<file path="config.mk">
export PLATFORM = sky130hd
export DESIGN_NAME = cache_arbiter_flat
export DESIGN_NICKNAME = d
export VERILOG_FILES = /design/src/rtl/cache_arbiter_if.sv /design/src/rtl/cache_arbiter.sv /design/src/flat_wrapper.sv
export SDC_FILE = /design/constraint.sdc
export NUM_CORES = 1
export LEC_CHECK = 0
export ABC_AREA = 1
export BUFFER_PORTS_ARGS = -buffer_cell sky130_fd_sc_hd__buf_4
export CAP_MARGIN = 20
export CORE_AREA = 2 2 319 321
export CTS_BUF_LIST = sky130_fd_sc_hd__clkbuf_4 sky130_fd_sc_hd__clkbuf_8
export DETAILED_ROUTE_END_ITERATION = 10
export DIE_AREA = 0 0 321 323
export PLACE_DENSITY_LB_ADDON = 0.15
export RECOVER_POWER = 100
export SLEW_MARGIN = 10
export SYNTH_ARGS = -nofsm -noshare
export SYNTH_HDL_FRONTEND = slang
export SYNTH_SLANG_ARGS = --single-unit
</file>
<file path="constraint.sdc">
create_clock -name clk -period 3.5 [get_ports clk]
set_input_delay 0.7 -clock clk [delete_from_list [all_inputs] [get_ports clk]]
set_output_delay 0.7 -clock clk [all_outputs]
set_load 0.02 [all_outputs]
</file>
<file path="src/rtl/cache_arbiter_if.sv">
// rtl/cache_arbiter_if.sv - line-sized physical-memory handshake bundle
// master drives the command side, slave returns data and completion.
interface cache_arbiter_if #(
  parameter int ADDR_W = 16,
  parameter int LINE_W = 128
);
  logic              pmem_read;
  logic              pmem_write;
  logic [ADDR_W-1:0] pmem_address;
  logic [LINE_W-1:0] pmem_wdata;
  logic [LINE_W-1:0] pmem_rdata;
  logic              pmem_resp;

  modport master (
    output pmem_read, pmem_write, pmem_address, pmem_wdata,
    input  pmem_rdata, pmem_resp
  );

  modport slave (
    input  pmem_read, pmem_write, pmem_address, pmem_wdata,
    output pmem_rdata, pmem_resp
  );
endinterface

</file>
<file path="src/rtl/cache_arbiter.sv">
// rtl/cache_arbiter.sv - round-robin arbiter sharing one pmem port between I-cache and D-cache
// The winner's command is latched at grant time and held until pmem_resp.
module cache_arbiter #(
  parameter int ADDR_W = 16,
  parameter int LINE_W = 128
) (
  input  logic                  clk,
  input  logic                  rst_n,
  cache_arbiter_if.slave        i_bus,
  cache_arbiter_if.slave        d_bus,
  cache_arbiter_if.master       mem_bus,
  output logic                  arb_busy
);

  typedef enum logic [1:0] {
    IDLE   = 2'd0,
    I_BUSY = 2'd1,
    D_BUSY = 2'd2
  } state_t;

  state_t            state;
  state_t            state_nxt;
  logic              last_grant;
  logic              cmd_rd;
  logic              cmd_wr;
  logic [ADDR_W-1:0] addr_q;
  logic [LINE_W-1:0] wdata_q;

  logic i_req;
  logic d_req;
  logic grant_i;
  logic grant_d;
  logic busy;

  // The I-cache never writes; its write-side members are intentionally ignored.
  logic unused_i_side;
  assign unused_i_side = &{1'b0, i_bus.pmem_write, i_bus.pmem_wdata};

  assign i_req = i_bus.pmem_read;
  assign d_req = d_bus.pmem_read | d_bus.pmem_write;
  assign busy  = (state != IDLE);

  // On a tie the side opposite last_grant wins, so continuous contention alternates.
  always_comb begin
    grant_d = 1'b0;
    grant_i = 1'b0;
    if (state == IDLE) begin
      grant_d = d_req & (~i_req | ~last_grant);
      grant_i = i_req & ~grant_d;
    end
  end

  always_ff @(posedge clk or negedge rst_n) begin
    if (!rst_n) begin
      state <= IDLE;
    end else begin
      state <= state_nxt;
    end
  end

  always_comb begin
    state_nxt = state;
    case (state)
      IDLE: begin
        if (grant_d) begin
          state_nxt = D_BUSY;
        end else if (grant_i) begin
          state_nxt = I_BUSY;
        end
      end
      I_BUSY, D_BUSY: begin
        if (mem_bus.pmem_resp) begin
          state_nxt = IDLE;
        end
      end
      default: state_nxt = IDLE;
    endcase
  end

  always_ff @(posedge clk or negedge rst_n) begin
    if (!rst_n) begin
      last_grant <= 1'b0;
      cmd_rd     <= 1'b0;
      cmd_wr     <= 1'b0;
      addr_q     <= '0;
      wdata_q    <= '0;
    end else if (grant_d) begin
      addr_q     <= d_bus.pmem_address;
      wdata_q    <= d_bus.pmem_wdata;
      cmd_wr     <= d_bus.pmem_write;
      cmd_rd     <= d_bus.pmem_read & ~d_bus.pmem_write;
      last_grant <= 1'b1;
    end else if (grant_i) begin
      addr_q     <= i_bus.pmem_address;
      cmd_rd     <= 1'b1;
      cmd_wr     <= 1'b0;
      last_grant <= 1'b0;
    end else if (busy && mem_bus.pmem_resp) begin
      cmd_rd <= 1'b0;
      cmd_wr <= 1'b0;
    end
  end

  // Read data is shared by both requesters; only the resp strobe qualifies it.
  always_comb begin
    mem_bus.pmem_read    = busy & cmd_rd;
    mem_bus.pmem_write   = busy & cmd_wr;
    mem_bus.pmem_address = addr_q;
    mem_bus.pmem_wdata   = wdata_q;
    i_bus.pmem_resp      = (state == I_BUSY) & mem_bus.pmem_resp;
    d_bus.pmem_resp      = (state == D_BUSY) & mem_bus.pmem_resp;
    i_bus.pmem_rdata     = rst_n ? mem_bus.pmem_rdata : '0;
    d_bus.pmem_rdata     = rst_n ? mem_bus.pmem_rdata : '0;
    arb_busy             = busy;
  end

endmodule

</file>
<file path="src/flat_wrapper.sv">
// flat-port wrapper written by rule: the top's interface ports become plain ports
module cache_arbiter_flat 
#(
  parameter int ADDR_W = 16,
  parameter int LINE_W = 128
)
  (clk, rst_n, arb_busy, i_bus_pmem_read, i_bus_pmem_write, i_bus_pmem_address, i_bus_pmem_wdata, i_bus_pmem_rdata, i_bus_pmem_resp, d_bus_pmem_read, d_bus_pmem_write, d_bus_pmem_address, d_bus_pmem_wdata, d_bus_pmem_rdata, d_bus_pmem_resp, mem_bus_pmem_read, mem_bus_pmem_write, mem_bus_pmem_address, mem_bus_pmem_wdata, mem_bus_pmem_rdata, mem_bus_pmem_resp);
  cache_arbiter_if #(.ADDR_W(ADDR_W), .LINE_W(LINE_W)) i_bus_i ();
  cache_arbiter_if #(.ADDR_W(ADDR_W), .LINE_W(LINE_W)) d_bus_i ();
  cache_arbiter_if #(.ADDR_W(ADDR_W), .LINE_W(LINE_W)) mem_bus_i ();
  input  logic clk;
  input  logic rst_n;
  output logic arb_busy;
  input wire logic [$bits(i_bus_i.pmem_read)-1:0] i_bus_pmem_read;
  input wire logic [$bits(i_bus_i.pmem_write)-1:0] i_bus_pmem_write;
  input wire logic [$bits(i_bus_i.pmem_address)-1:0] i_bus_pmem_address;
  input wire logic [$bits(i_bus_i.pmem_wdata)-1:0] i_bus_pmem_wdata;
  output wire logic [$bits(i_bus_i.pmem_rdata)-1:0] i_bus_pmem_rdata;
  output wire logic [$bits(i_bus_i.pmem_resp)-1:0] i_bus_pmem_resp;
  input wire logic [$bits(d_bus_i.pmem_read)-1:0] d_bus_pmem_read;
  input wire logic [$bits(d_bus_i.pmem_write)-1:0] d_bus_pmem_write;
  input wire logic [$bits(d_bus_i.pmem_address)-1:0] d_bus_pmem_address;
  input wire logic [$bits(d_bus_i.pmem_wdata)-1:0] d_bus_pmem_wdata;
  output wire logic [$bits(d_bus_i.pmem_rdata)-1:0] d_bus_pmem_rdata;
  output wire logic [$bits(d_bus_i.pmem_resp)-1:0] d_bus_pmem_resp;
  output wire logic [$bits(mem_bus_i.pmem_read)-1:0] mem_bus_pmem_read;
  output wire logic [$bits(mem_bus_i.pmem_write)-1:0] mem_bus_pmem_write;
  output wire logic [$bits(mem_bus_i.pmem_address)-1:0] mem_bus_pmem_address;
  output wire logic [$bits(mem_bus_i.pmem_wdata)-1:0] mem_bus_pmem_wdata;
  input wire logic [$bits(mem_bus_i.pmem_rdata)-1:0] mem_bus_pmem_rdata;
  input wire logic [$bits(mem_bus_i.pmem_resp)-1:0] mem_bus_pmem_resp;
  assign i_bus_i.pmem_read = i_bus_pmem_read;
  assign i_bus_i.pmem_write = i_bus_pmem_write;
  assign i_bus_i.pmem_address = i_bus_pmem_address;
  assign i_bus_i.pmem_wdata = i_bus_pmem_wdata;
  assign i_bus_pmem_rdata = i_bus_i.pmem_rdata;
  assign i_bus_pmem_resp = i_bus_i.pmem_resp;
  assign d_bus_i.pmem_read = d_bus_pmem_read;
  assign d_bus_i.pmem_write = d_bus_pmem_write;
  assign d_bus_i.pmem_address = d_bus_pmem_address;
  assign d_bus_i.pmem_wdata = d_bus_pmem_wdata;
  assign d_bus_pmem_rdata = d_bus_i.pmem_rdata;
  assign d_bus_pmem_resp = d_bus_i.pmem_resp;
  assign mem_bus_pmem_read = mem_bus_i.pmem_read;
  assign mem_bus_pmem_write = mem_bus_i.pmem_write;
  assign mem_bus_pmem_address = mem_bus_i.pmem_address;
  assign mem_bus_pmem_wdata = mem_bus_i.pmem_wdata;
  assign mem_bus_i.pmem_rdata = mem_bus_pmem_rdata;
  assign mem_bus_i.pmem_resp = mem_bus_pmem_resp;
  cache_arbiter #(.ADDR_W(ADDR_W), .LINE_W(LINE_W)) u_core (.clk(clk), .rst_n(rst_n), .i_bus(i_bus_i), .d_bus(d_bus_i), .mem_bus(mem_bus_i), .arb_busy(arb_busy));
endmodule
</file>
==> summary.md, run 1 <==
| Metric | Value |
|---|---|
| Status | `complete, but fails checks` |
| Failing checks | `capacitance limit, slew limit` |
| Slew Limit Fails | `137` |
| Ports | `around 830` |
| Layout Utilization | `0.127` |
| Top-area cell type share of the netlist area | `0.463` |
| Initial Util | `0.0800` |
| Synthesized area | `8050 µm²` |
| EDFF count, synth | `0` |
| Leakage | `~0.007 µW` |
| Most used cell, CP | `clkbuf_1` |
| R2r startpoint | `u_core.last_grant$_DFFE_PN0P_` |
| Worst-case clock buffer depth | `2` |
| Crit path arrival time | `between 2000 and 2500 ps` |
| Post-synthesis cell count | `1112` |
| Pwr dens | `between 700 and 800 nW/µm²` |
| Total Routed Length | `53.7 mm` |
| Seq/Total Area, Yosys | `0.463` |
| Worst setup EP type | `output pin` |
| Via density per instance | `approximately 3.0` |
| Num rows | `117` |
| Final Hold Viols | `0` |
| Mean Syn Cell Area | `7.24 µm²` |
| CTS Buf Count | `17` |
| Post-CTS Resized | `0` |
| Die Y | `between 300 and 400 µm` |
| Detail Placement HPWL | `around 45 mm` |
| Nets | `2091` |
| Area Overhead vs Synth | `58.7%` |
| Routed WL per cell | `18.0 µm` |
| Overall power | `slightly above 9000 µW` |
| R2r setup slk | `730 ps` |
| RD Place Congestion | `0.834` |
| Most used routing layer | `met2` |
| Worst clock skew | `roughly 20 ps` |
| Final period util | `0.841` |
| Critical path cell sequence | `buf_8 -> clkbuf_1 -> nand2_1 -> inv_1 -> clkbuf_1` |
| DR vias | `approximately 8900` |
| FF-to-FF End | `u_core.cmd_wr$_DFFE_PN0P_` |
| Maximum fanout along the worst path | `80` |
| Root buffer cell | `clkbuf_8` |
| Grt met3 use | `0.0419` |
| Met1 usage | `0.117` |
| Initial drt markers | `272` |
| Hold buffers post-CTS | `0` |
| Post-DRT Antenna Nets | `0` |
| First-pass GRT wire length | `approximately 72 mm` |
| Yosys cell types | `15` |
| Core area | `roughly 100000 µm²` |
| Pint | `4510 µW` |
| Worst skew pair latency | `550 ps` |
| DP Area | `13800 µm²` |
| Worst Path Buf+Inv | `4` |
| Worst Reg2Reg Path Length in Cells | `7` |
| Overflow after GRT | `0` |
| Dominant cells by area after synthesis | `dfrtp_1 46%, nand2_1 28%, buf_4 12%, inv_1 6.5%, buf_6 1.4%` |
| Syn. warnings | `0` |
| # clock sinks | `149` |
| #FFs+latches synth | `149` |
| Gr usage total | `0.0991` |
| Die area | `104000 µm²` |
| CTS clk-pin slew, worst paths | `110 ps` |
| Maxcap violations | `2` |
| Worst slew pin tran | `roughly 1800 ps` |
| CP max stage delay | `a little under 600 ps` |
| Sw Share | `0.516` |
| Hold Path End | `u_core.mem_bus.pmem_wdata[85]$_DFFE_PN0P_` |
| Post-CTS Repair Setup Buffers | `0` |
| RSZ-0062 raised after global routing | `false` |
| H-tree Lvls | `4` |
| Cell family with most CP delay | `buffers and inverters` |
| Initial antenna violation count | `13` |
| Comb pwr share | `0.512` |
| Hold Startpoint | `d_bus_pmem_wdata[85]` |
| Fin crit period | `between 2000 and 3000 ps` |
| Critical path class | `input pin to output pin` |
| Clk pwr share | `0.165` |
| Max_slew headroom | `-0.169` |
| Hold path depth | `3` |
| Synth Net Count | `approximately 1500` |
| Design Area, Final | `12800 µm²` |
| Largest net degree at the start of global routing | `113` |
| FFs w/ async S/R, synth | `1.00` |
| Die X | `321 µm` |
| Count of final setup violators | `0` |
| Layout cells sized above 1 | `0.215` |
| WP data required | `2800 ps` |
| DRC Markers | `0` |
| Critical Path Source Type | `input pin` |
| Synth area leader | `dfrtp_1` |
| Seq pwr share | `0.323` |
| Number of global-route vias before repair | `9022` |
| Fin Setup TNS | `0 ps` |
| Fmax | `about 340 MHz` |
| Net Switching | `4810 µW` |
| Synth Flop Type | `dfrtp_1` |
| Met2 Use GR | `0.164` |
| DR pass1 iterations | `4` |
| Worst path slowest cell | `clkbuf_1` |
| Port Buf Inserts | `698` |
| Hold_ws | `332 ps` |
| Worst IR drop on VDD | `0.284 mV` |
| Hold Path Class | `input pin to register` |
| TritonCTS clock tree | `built` |
-- power groups by stage --
stage / clock network, µW / logic, µW / registers [µW]
6_report: 1530 / 4770 / 3010
2_1_floorplan: 0 / 2080 / 4000
5_1_grt: 1710 / 5340 / 3140
3_5_place_dp: 0 / 5760 / 3060
4_1_cts: 1660 / 5780 / 3050
3_3_place_gp: 0 / 5790 / 3050
-- Yosys cell counts (2+ instances only) --
| master | n |
|---|---|
| buf_2 | 19 |
| buf_4 | 133 |
| buf_6 | 10 |
| clkbuf_1 | 19 |
| dfrtp_1 | 149 |
| ha_1 | 3 |
| inv_1 | 140 |
| nand2_1 | 594 |
| nand2_2 | 3 |
| nand3_1 | 19 |
| nand4_1 | 18 |
| nor2_1 | 2 |
-- metal layers --
metal  part of all wire  wire, µm
met5            0.00045        24
met4              0.021      1150
met3              0.093      5010
met2               0.47     25300
met1               0.41     22200
-- flip-flops by register name (all words and copies together) (netlist names) --
signal,count
u_core.cmd_wr,1
u_core.state,2
u_core.mem_bus.pmem_address,16
u_core.last_grant,1
u_core.mem_bus.pmem_wdata,128
u_core.cmd_rd,1
-- worst register-to-register path: stages (launching register included) --
cell and delay (ps):
dfrtp_1 400, nand2_1 630, nand3_1 640, clkbuf_2 580, nand2_1 180, clkinv_1 100
nand3_1 70, nand2_1 70
-- layout make-up --
cell class	count	area, µm²
multi-input cells	641	2510
well taps	1309	1640
inverters	141	532
clock buffers	19	255
diodes	4	10.0
repair buffers	715	3950
flip-flops and latches	149	3730
fillers	12100	87900
clock inverters	13	156
-- kinds of logic (layout without fill, tap and decap cells) --
kind of cell             Yosys count  in the layout  share of synthesized area
buffers and inverters            322            888                      0.224
flip-flops                       149            149                      0.463
AND/OR/NAND/NOR                  638            638                      0.308
adder cells (fa/ha/maj)            3              3                    0.00466
other                              0              4                          0
-- cell usage in the layout, fill, tap and decap left out, drive strengths merged --
cell type / synthesis / layout
nand4: 18 / 18
nor2: 2 / 2
clkbuf: 19 / 410
nand2: 597 / 597
nand3: 20 / 20
nand3b: 1 / 1
inv: 140 / 149
clkinvlp: 0 / 1
clkinv: 1 / 2
diode: 0 / 4
buf: 162 / 324
bufinv: 0 / 2
ha: 3 / 3
dfrtp: 149 / 149
-- how the worst max path moves through the flow --
stage,start,endpoint,slack [ps],cells past startpoint
6_report,rst_n,d_bus_pmem_rdata[94],560,5
5_1_grt,rst_n,i_bus_pmem_rdata[109],390,5
4_1_cts,rst_n,i_bus_pmem_rdata[33],850,5
3_5_place_dp,rst_n,i_bus_pmem_rdata[33],850,5
3_3_place_gp,rst_n,i_bus_pmem_rdata[63],850,5
2_1_floorplan,rst_n,i_bus_pmem_rdata[103],1160,5
-- stage by stage --
stage | worst slack, ps | instances
final | 556 | 2991
after global routing | 394 | 2990
after CTS | 853 | 2987
after detailed placement | 850 | 2955
after global placement | 849 | 2955
after floorplan | 1160 | 1112
(Power assumes the default switching activity.)
==> run 2, diff against run 1 <==
--- a/config.mk
+++ b/config.mk
@@ -8,10 +8,10 @@
 export ABC_AREA = 1
 export BUFFER_PORTS_ARGS = -buffer_cell sky130_fd_sc_hd__buf_4
 export CAP_MARGIN = 20
-export CORE_AREA = 2 2 319 321
+export CORE_AREA = 2 2 321 323
 export CTS_BUF_LIST = sky130_fd_sc_hd__clkbuf_4 sky130_fd_sc_hd__clkbuf_8
 export DETAILED_ROUTE_END_ITERATION = 10
-export DIE_AREA = 0 0 321 323
+export DIE_AREA = 0 0 323 325
 export PLACE_DENSITY_LB_ADDON = 0.15
 export RECOVER_POWER = 100
 export SLEW_MARGIN = 10
==> constraint.sdc (replaced) <==
create_clock -name clk -period 2.6 [get_ports clk]
set_input_delay 0.52 -clock clk [delete_from_list [all_inputs] [get_ports clk]]
set_output_delay 0.52 -clock clk [all_outputs]
set_load 0.02 [all_outputs]
==> run 2 against run 1 <==
Against the previous run:
- the flow now finishes without violations
- worst hold slack got worse by 170 ps
- first-iteration DRC count increased by 9.9%
- clock-buffer cell count fell by 2
- via count down 0.18%
- clock power grew 26%
- critical path depth unchanged
- setup slack lost 340 ps
- core utilization about the same
- clock skew up 1.3 ps
- sequential cell count stayed put
- die area is 1.2% higher
==> summary.md, run 2 (synthesis results as in run 1) <==
| Metric | Value |
|---|---|
| Status | `complete, no violations` |
| CTS clk-pin slew, worst paths | `about 110 ps` |
| Core area | `101000 µm²` |
| Max_slew headroom | `0.0912` |
| Maxcap violations | `0` |
| Worst IR drop on VDD | `0.423 mV` |
| Area Overhead vs Synth | `59.0%` |
| Gr usage total | `0.0968` |
| DR vias | `8910` |
| Root buffer cell | `clkbuf_8` |
| Worst path slowest cell | `clkbuf_4` |
| Worst skew pair latency | `~540 ps` |
| RSZ-0062 raised after global routing | `false` |
| First-pass GRT wire length | `just over 70 mm` |
| Layout cells sized above 1 | `0.212` |
| Nets | `2100` |
| Largest net degree at the start of global routing | `67` |
| Worst-case clock buffer depth | `2` |
| Count of final setup violators | `0` |
| Comb pwr share | `0.516` |
| WP data required | `about 2100 ps` |
| Ports | `828` |
| Critical Path Source Type | `input pin` |
| Post-DRT Antenna Nets | `0` |
| # clock sinks | `149` |
| CTS Buf Count | `17` |
| Overflow after GRT | `0` |
| Die Y | `325 µm` |
| Pwr dens | `975 nW/µm²` |
| Final Hold Viols | `0` |
| Number of global-route vias before repair | `9271` |
| Critical path cell sequence | `buf_8 -> clkbuf_4 -> nand2_1 -> inv_1 -> clkbuf_2` |
| Detail Placement HPWL | `44.0 mm` |
| Crit path arrival time | `approximately 1900 ps` |
| Num rows | `117` |
| Net Switching | `6550 µW` |
| CP max stage delay | `roughly 550 ps` |
| Critical path class | `input pin to output pin` |
| Die area | `105000 µm²` |
| Hold Path Class | `input pin to register` |
| H-tree Lvls | `4` |
| Worst slew pin tran | `1360 ps` |
| Die X | `323 µm` |
| RD Place Congestion | `0.787` |
| Routed WL per cell | `17.3 µm` |
| Overall power | `12500 µW` |
| Port Buf Inserts | `698` |
| Leakage | `0.00689 µW` |
| Seq pwr share | `0.329` |
| Design Area, Final | `12800 µm²` |
| Slew Limit Fails | `0` |
| Sw Share | `0.525` |
| Fin Setup TNS | `0 ps` |
| Worst clock skew | `21.6 ps` |
| R2r setup slk | `300 ps` |
| Commonest non-fill, non-tap cell in the layout | `nand2_1` |
| Initial Util | `0.0795` |
| Fin crit period | `around 2400 ps` |
| Clk pwr share | `0.155` |
| DR pass1 iterations | `4` |
| Max FFs per register | `roughly 130` |
| DRC Markers | `0` |
| Highest-count cells in the layout ignoring fill and taps | `595 x nand2_1, 397 x clkbuf_1, 304 x buf_4` |
| Final period util | `0.917` |
| Fmax | `419 MHz` |
| Initial antenna violation count | `8` |
| DP Area | `between 10000 and 15000 µm²` |
| Pint | `between 5000 and 6000 µW` |
| Worst setup EP type | `output pin` |
| Via density per instance | `2.92` |
| Initial drt markers | `between 200 and 300` |
| Total Routed Length | `approximately 53 mm` |
| Maximum fanout along the worst path | `45` |
| TritonCTS clock tree | `built` |
run 2: cell count changes in the layout (fill, tap and decap cells not counted), moves of 2 or more:
cell           change
clkbuf_4           +2
clkbuf_1           +8
clkbuf_2          +11
diode_2            -3
dlygate4sd3_1      +2
buf_4             -16
inv_6              -2
buf_6              +2
buf_12             -2
run 2: final timing paths:
kind,start,cells after the start,to
max reg2reg,u_core.state[0]$_DFFE_PN0P_,7,u_core.mem_bus.pmem_wdata[122]$_DFFE_PN0P_
min in group asynchronous,rst_n,2,u_core.mem_bus.pmem_wdata[30]$_DFFE_PN0P_
min,d_bus_pmem_wdata[85],3,u_core.mem_bus.pmem_wdata[85]$_DFFE_PN0P_
min reg2reg,u_core.mem_bus.pmem_wdata[105]$_DFFE_PN0P_,2,u_core.mem_bus.pmem_wdata[105]$_DFFE_PN0P_
max in group asynchronous,rst_n,3,u_core.mem_bus.pmem_wdata[100]$_DFFE_PN0P_
max,rst_n,5,i_bus_pmem_rdata[94]
run 2: power by group through the flow:
stage / clock, µW / sequential, µW / combinational, µW
after CTS: 2130 / 4160 / 7910
after global placement: 0 / 4170 / 7930
after floorplan: 0 / 5390 / 2800
final: 1930 / 4110 / 6450
after global routing: 2170 / 4260 / 7220
after detailed placement: 0 / 4160 / 7880
run 2: metrics by stage:
step	hold WS, ps	worst slack [ps]	instances	utilization
after global placement	402	485	3021	0.138
after floorplan	224	615	1112	-
after detailed placement	407	476	3021	0.138
final	159	215	3055	0.126
after global routing	94.0	16.4	3054	0.126
after CTS	27.1	11.5	3054	0.142
run 2: timing repair:
action	4_1_cts	5_1_grt
buffers inserted	0	0
setup endpoints to repair	2	0
endpoints found under the hold margin	7	0
resized for setup	1	0
hold buffers	2	0
run 2: metal layers:
layer | routed length (µm) | vias to the layer above | global-route usage
met5 | 57 | - | 0
met4 | 980 | 8 | 0.0219
met3 | 5090 | 44 | 0.0401
met2 | 25200 | 429 | 0.165
met1 | 21600 | 4201 | 0.112
li1 | - | 4228 | -
run 2: critical path, delay by kind of cell:
family                 cells  cell delay (ps)
buffers and inverters      4             1030
AND/OR/NAND/NOR            1              230
run 2: final cells by class:
cell class / count / area (µm²)
Antenna cell: 1 / 2.50
Clock buffer: 17 / 234
Clock inverter: 14 / 146
Fill cell: 12200 / 88500
Inverter: 141 / 529
Multi-Input combinational cell: 641 / 2510
Sequential cell: 149 / 3730
Tap cell: 1368 / 1710
Timing Repair Buffer: 724 / 3950
==> run 3, diff against run 2 <==
--- a/config.mk
+++ b/config.mk
@@ -8,10 +8,10 @@
 export ABC_AREA = 1
 export BUFFER_PORTS_ARGS = -buffer_cell sky130_fd_sc_hd__buf_4
 export CAP_MARGIN = 20
-export CORE_AREA = 2 2 321 323
+export CORE_AREA = 2 2 318 320
 export CTS_BUF_LIST = sky130_fd_sc_hd__clkbuf_4 sky130_fd_sc_hd__clkbuf_8
 export DETAILED_ROUTE_END_ITERATION = 10
-export DIE_AREA = 0 0 323 325
+export DIE_AREA = 0 0 320 322
 export PLACE_DENSITY_LB_ADDON = 0.15
 export RECOVER_POWER = 100
 export SLEW_MARGIN = 10
==> run 3 against run 2 <==
Against the previous run:
- the run now ends with capacitance limit, slew limit left
- worst hold slack got worse by 27 ps
- global-route usage increased by 0.14 points
- critical path depth unchanged
- clock power increased by 15%
- cell area decreased by 0.18%
- highest routed layer unchanged
==> summary.md, run 3 (synthesis results as in run 1) <==
| Metric | Value |
|---|---|
| Status | `complete, but fails checks` |
| Failing checks | `capacitance limit, slew limit` |
| TritonCTS clock tree | `built` |
| Worst-case clock buffer depth | `2` |
| Largest net degree at the start of global routing | `69` |
| Detail Placement HPWL | `~44 mm` |
| Fin crit period | `2360 ps` |
| Initial drt markers | `364` |
| Number of global-route vias before repair | `9380` |
| Worst skew pair latency | `550 ps` |
| Comb pwr share | `0.504` |
| Crit path arrival time | `1840 ps` |
| CP max stage delay | `~400 ps` |
| WP data required | `about 2100 ps` |
| Maxcap violations | `1` |
| Commonest non-fill, non-tap cell in the layout | `nand2_1` |
| Port Buf Inserts | `698` |
| CTS Buf Count | `17` |
| Die area | `~100000 µm²` |
| Post-CTS Repair Setup Buffers | `0` |
| Hold Path Class | `input pin to async pin` |
| Die X | `320 µm` |
| Worst path slowest cell | `dfrtp_1` |
| RSZ-0062 raised after global routing | `false` |
| Critical Path Source Type | `register` |
| Layout cells sized above 1 | `0.208` |
| Most used cell, CP | `inv_1` |
| Root buffer cell | `clkbuf_8` |
| Via density per instance | `3.00` |
| Nets | `2092` |
| Critical path cell sequence | `inv_1 -> ha_2 -> buf_4 -> inv_1 -> clkbuf_2` |
| Highest-count cells in the layout ignoring fill and taps | `595 x nand2_1, 402 x clkbuf_1, 301 x buf_4` |
| FF-to-FF End | `u_core.mem_bus.pmem_wdata[109]$_DFFE_PN0P_` |
| Gr usage total | `0.0982` |
| First-pass GRT wire length | `70.8 mm` |
| RD Place Congestion | `0.818` |
| DRC Markers | `0` |
| Critical path class | `register to output pin` |
| Final period util | `0.908` |
| Core area | `about 100000 µm²` |
| R2r setup slk | `330 ps` |
| DP Cell Count | `2944` |
| Area Overhead vs Synth | `58.8%` |
| Post-DRT Antenna Nets | `0` |
| Seq pwr share | `0.320` |
| Ports | `828` |
| Clk pwr share | `0.175` |
| Maximum fanout along the worst path | `19` |
| Layout Utilization | `0.128` |
| Hold_ws | `132 ps` |
| Sw Share | `0.508` |
| Fin Setup TNS | `0 ps` |
| Initial Util | `0.0809` |
| Count of final setup violators | `0` |
| Pwr dens | `approximately 1000 nW/µm²` |
| Total Routed Length | `52.3 mm` |
| H-tree Lvls | `4` |
| Final Hold Viols | `0` |
| Initial antenna violation count | `14` |
| Worst slew pin tran | `approximately 1600 ps` |
| Slew Limit Fails | `64` |
| Leakage | `0.00689 µW` |
| Pint | `roughly 6200 µW` |
| Overflow after GRT | `0` |
| DR pass1 iterations | `4` |
| Worst setup EP type | `output pin` |
| Net Switching | `6440 µW` |
| Num rows | `116` |
| DR vias | `between 8000 and 9000` |
| Routed WL per cell | `17.5 µm` |
| Die Y | `between 300 and 400 µm` |
| CTS clk-pin slew, worst paths | `110 ps` |
| R2r startpoint | `u_core.last_grant$_DFFE_PN0P_` |
| Fmax | `423 MHz` |
| Max_slew headroom | `-0.0626` |
| Max FFs per register | `128` |
| # clock sinks | `149` |
| Worst IR drop on VDD | `0.371 mV` |
| Worst Reg2Reg Path Length in Cells | `6` |
| Finished Layout Cells | `between 2000 and 3000` |
| Worst clock skew | `17.7 ps` |
[run 3: cell types whose count changed in the layout (fill, tap and decap cells not counted), sizes merged, moves of 2 or more]
cell / before / now
buf: 309 / 307
bufinv: 1 / 4
clkbuf: 430 / 425
diode: 1 / 5
[run 3: through the flow]
| step | instance area, µm² | total power (µW) | setup WS, ps |
|---|---|---|---|
| after CTS | 14300 | 14300 | 27.8 |
| after floorplan | 8050 | 8190 | 615 |
| final | 12800 | 12700 | 239 |
| after global placement | 13800 | 11900 | 351 |
| after detailed placement | 13800 | 11900 | 350 |
| after global routing | 12800 | 13900 | 49.4 |
[run 3: how the worst max path moves through the flow]
stage                                             start                                           to  slack (ps)  cells past startpoint
final                       u_core.state[0]$_DFFE_PN0P_                                     arb_busy         240                      5
after global routing      u_core.last_grant$_DFFE_PN0P_    u_core.mem_bus.pmem_wdata[77]$_DFFE_PN0P_          50                      6
after CTS                   u_core.state[0]$_DFFE_PN0P_                                     arb_busy          30                      5
after detailed placement               d_bus_pmem_write  u_core.mem_bus.pmem_address[11]$_DFFE_PN0P_         350                      7
after global placement                 d_bus_pmem_write  u_core.mem_bus.pmem_address[12]$_DFFE_PN0P_         350                      7
after floorplan                                   rst_n                        i_bus_pmem_rdata[103]         620                      5
[run 3: critical path, delay by kind of cell (launching register included)]
family                   cells  cell delay (ps)
adder cells (fa/ha/maj)      1              260
buffers and inverters        4              620
flip-flops                   1              410
[run 3: routing by layer]
metal / track usage / share of wire
met4: 0.0401 / 0.032
met5: 0 / 0.0013
met3: 0.0453 / 0.11
met2: 0.162 / 0.47
met1: 0.109 / 0.39
[run 3: final cells by class]
class	instances	area [µm²]
Clock inverter	15	218
Sequential cell	149	3730
Clock buffer	17	234
Tap cell	1298	1620
Multi-Input combinational cell	641	2530
Antenna cell	5	12.5
Fill cell	11900	86800
Timing Repair Buffer	716	3910
Inverter	141	532
[run 3: timing repair]
item	CTS	global route
endpoints found under the setup margin	0	1
hold endpoints to repair	1	0
hold buffers	1	0
resized for setup	0	1
[run 3: power groups by stage]
stage / sequential [µW] / combinational, µW / clock, µW
floorplan: 5390 / 2800 / 0
detailed placement: 4110 / 7770 / 0
global placement: 4120 / 7800 / 0
global route: 4210 / 7200 / 2480
finish: 4060 / 6390 / 2220
CTS: 4110 / 7780 / 2400
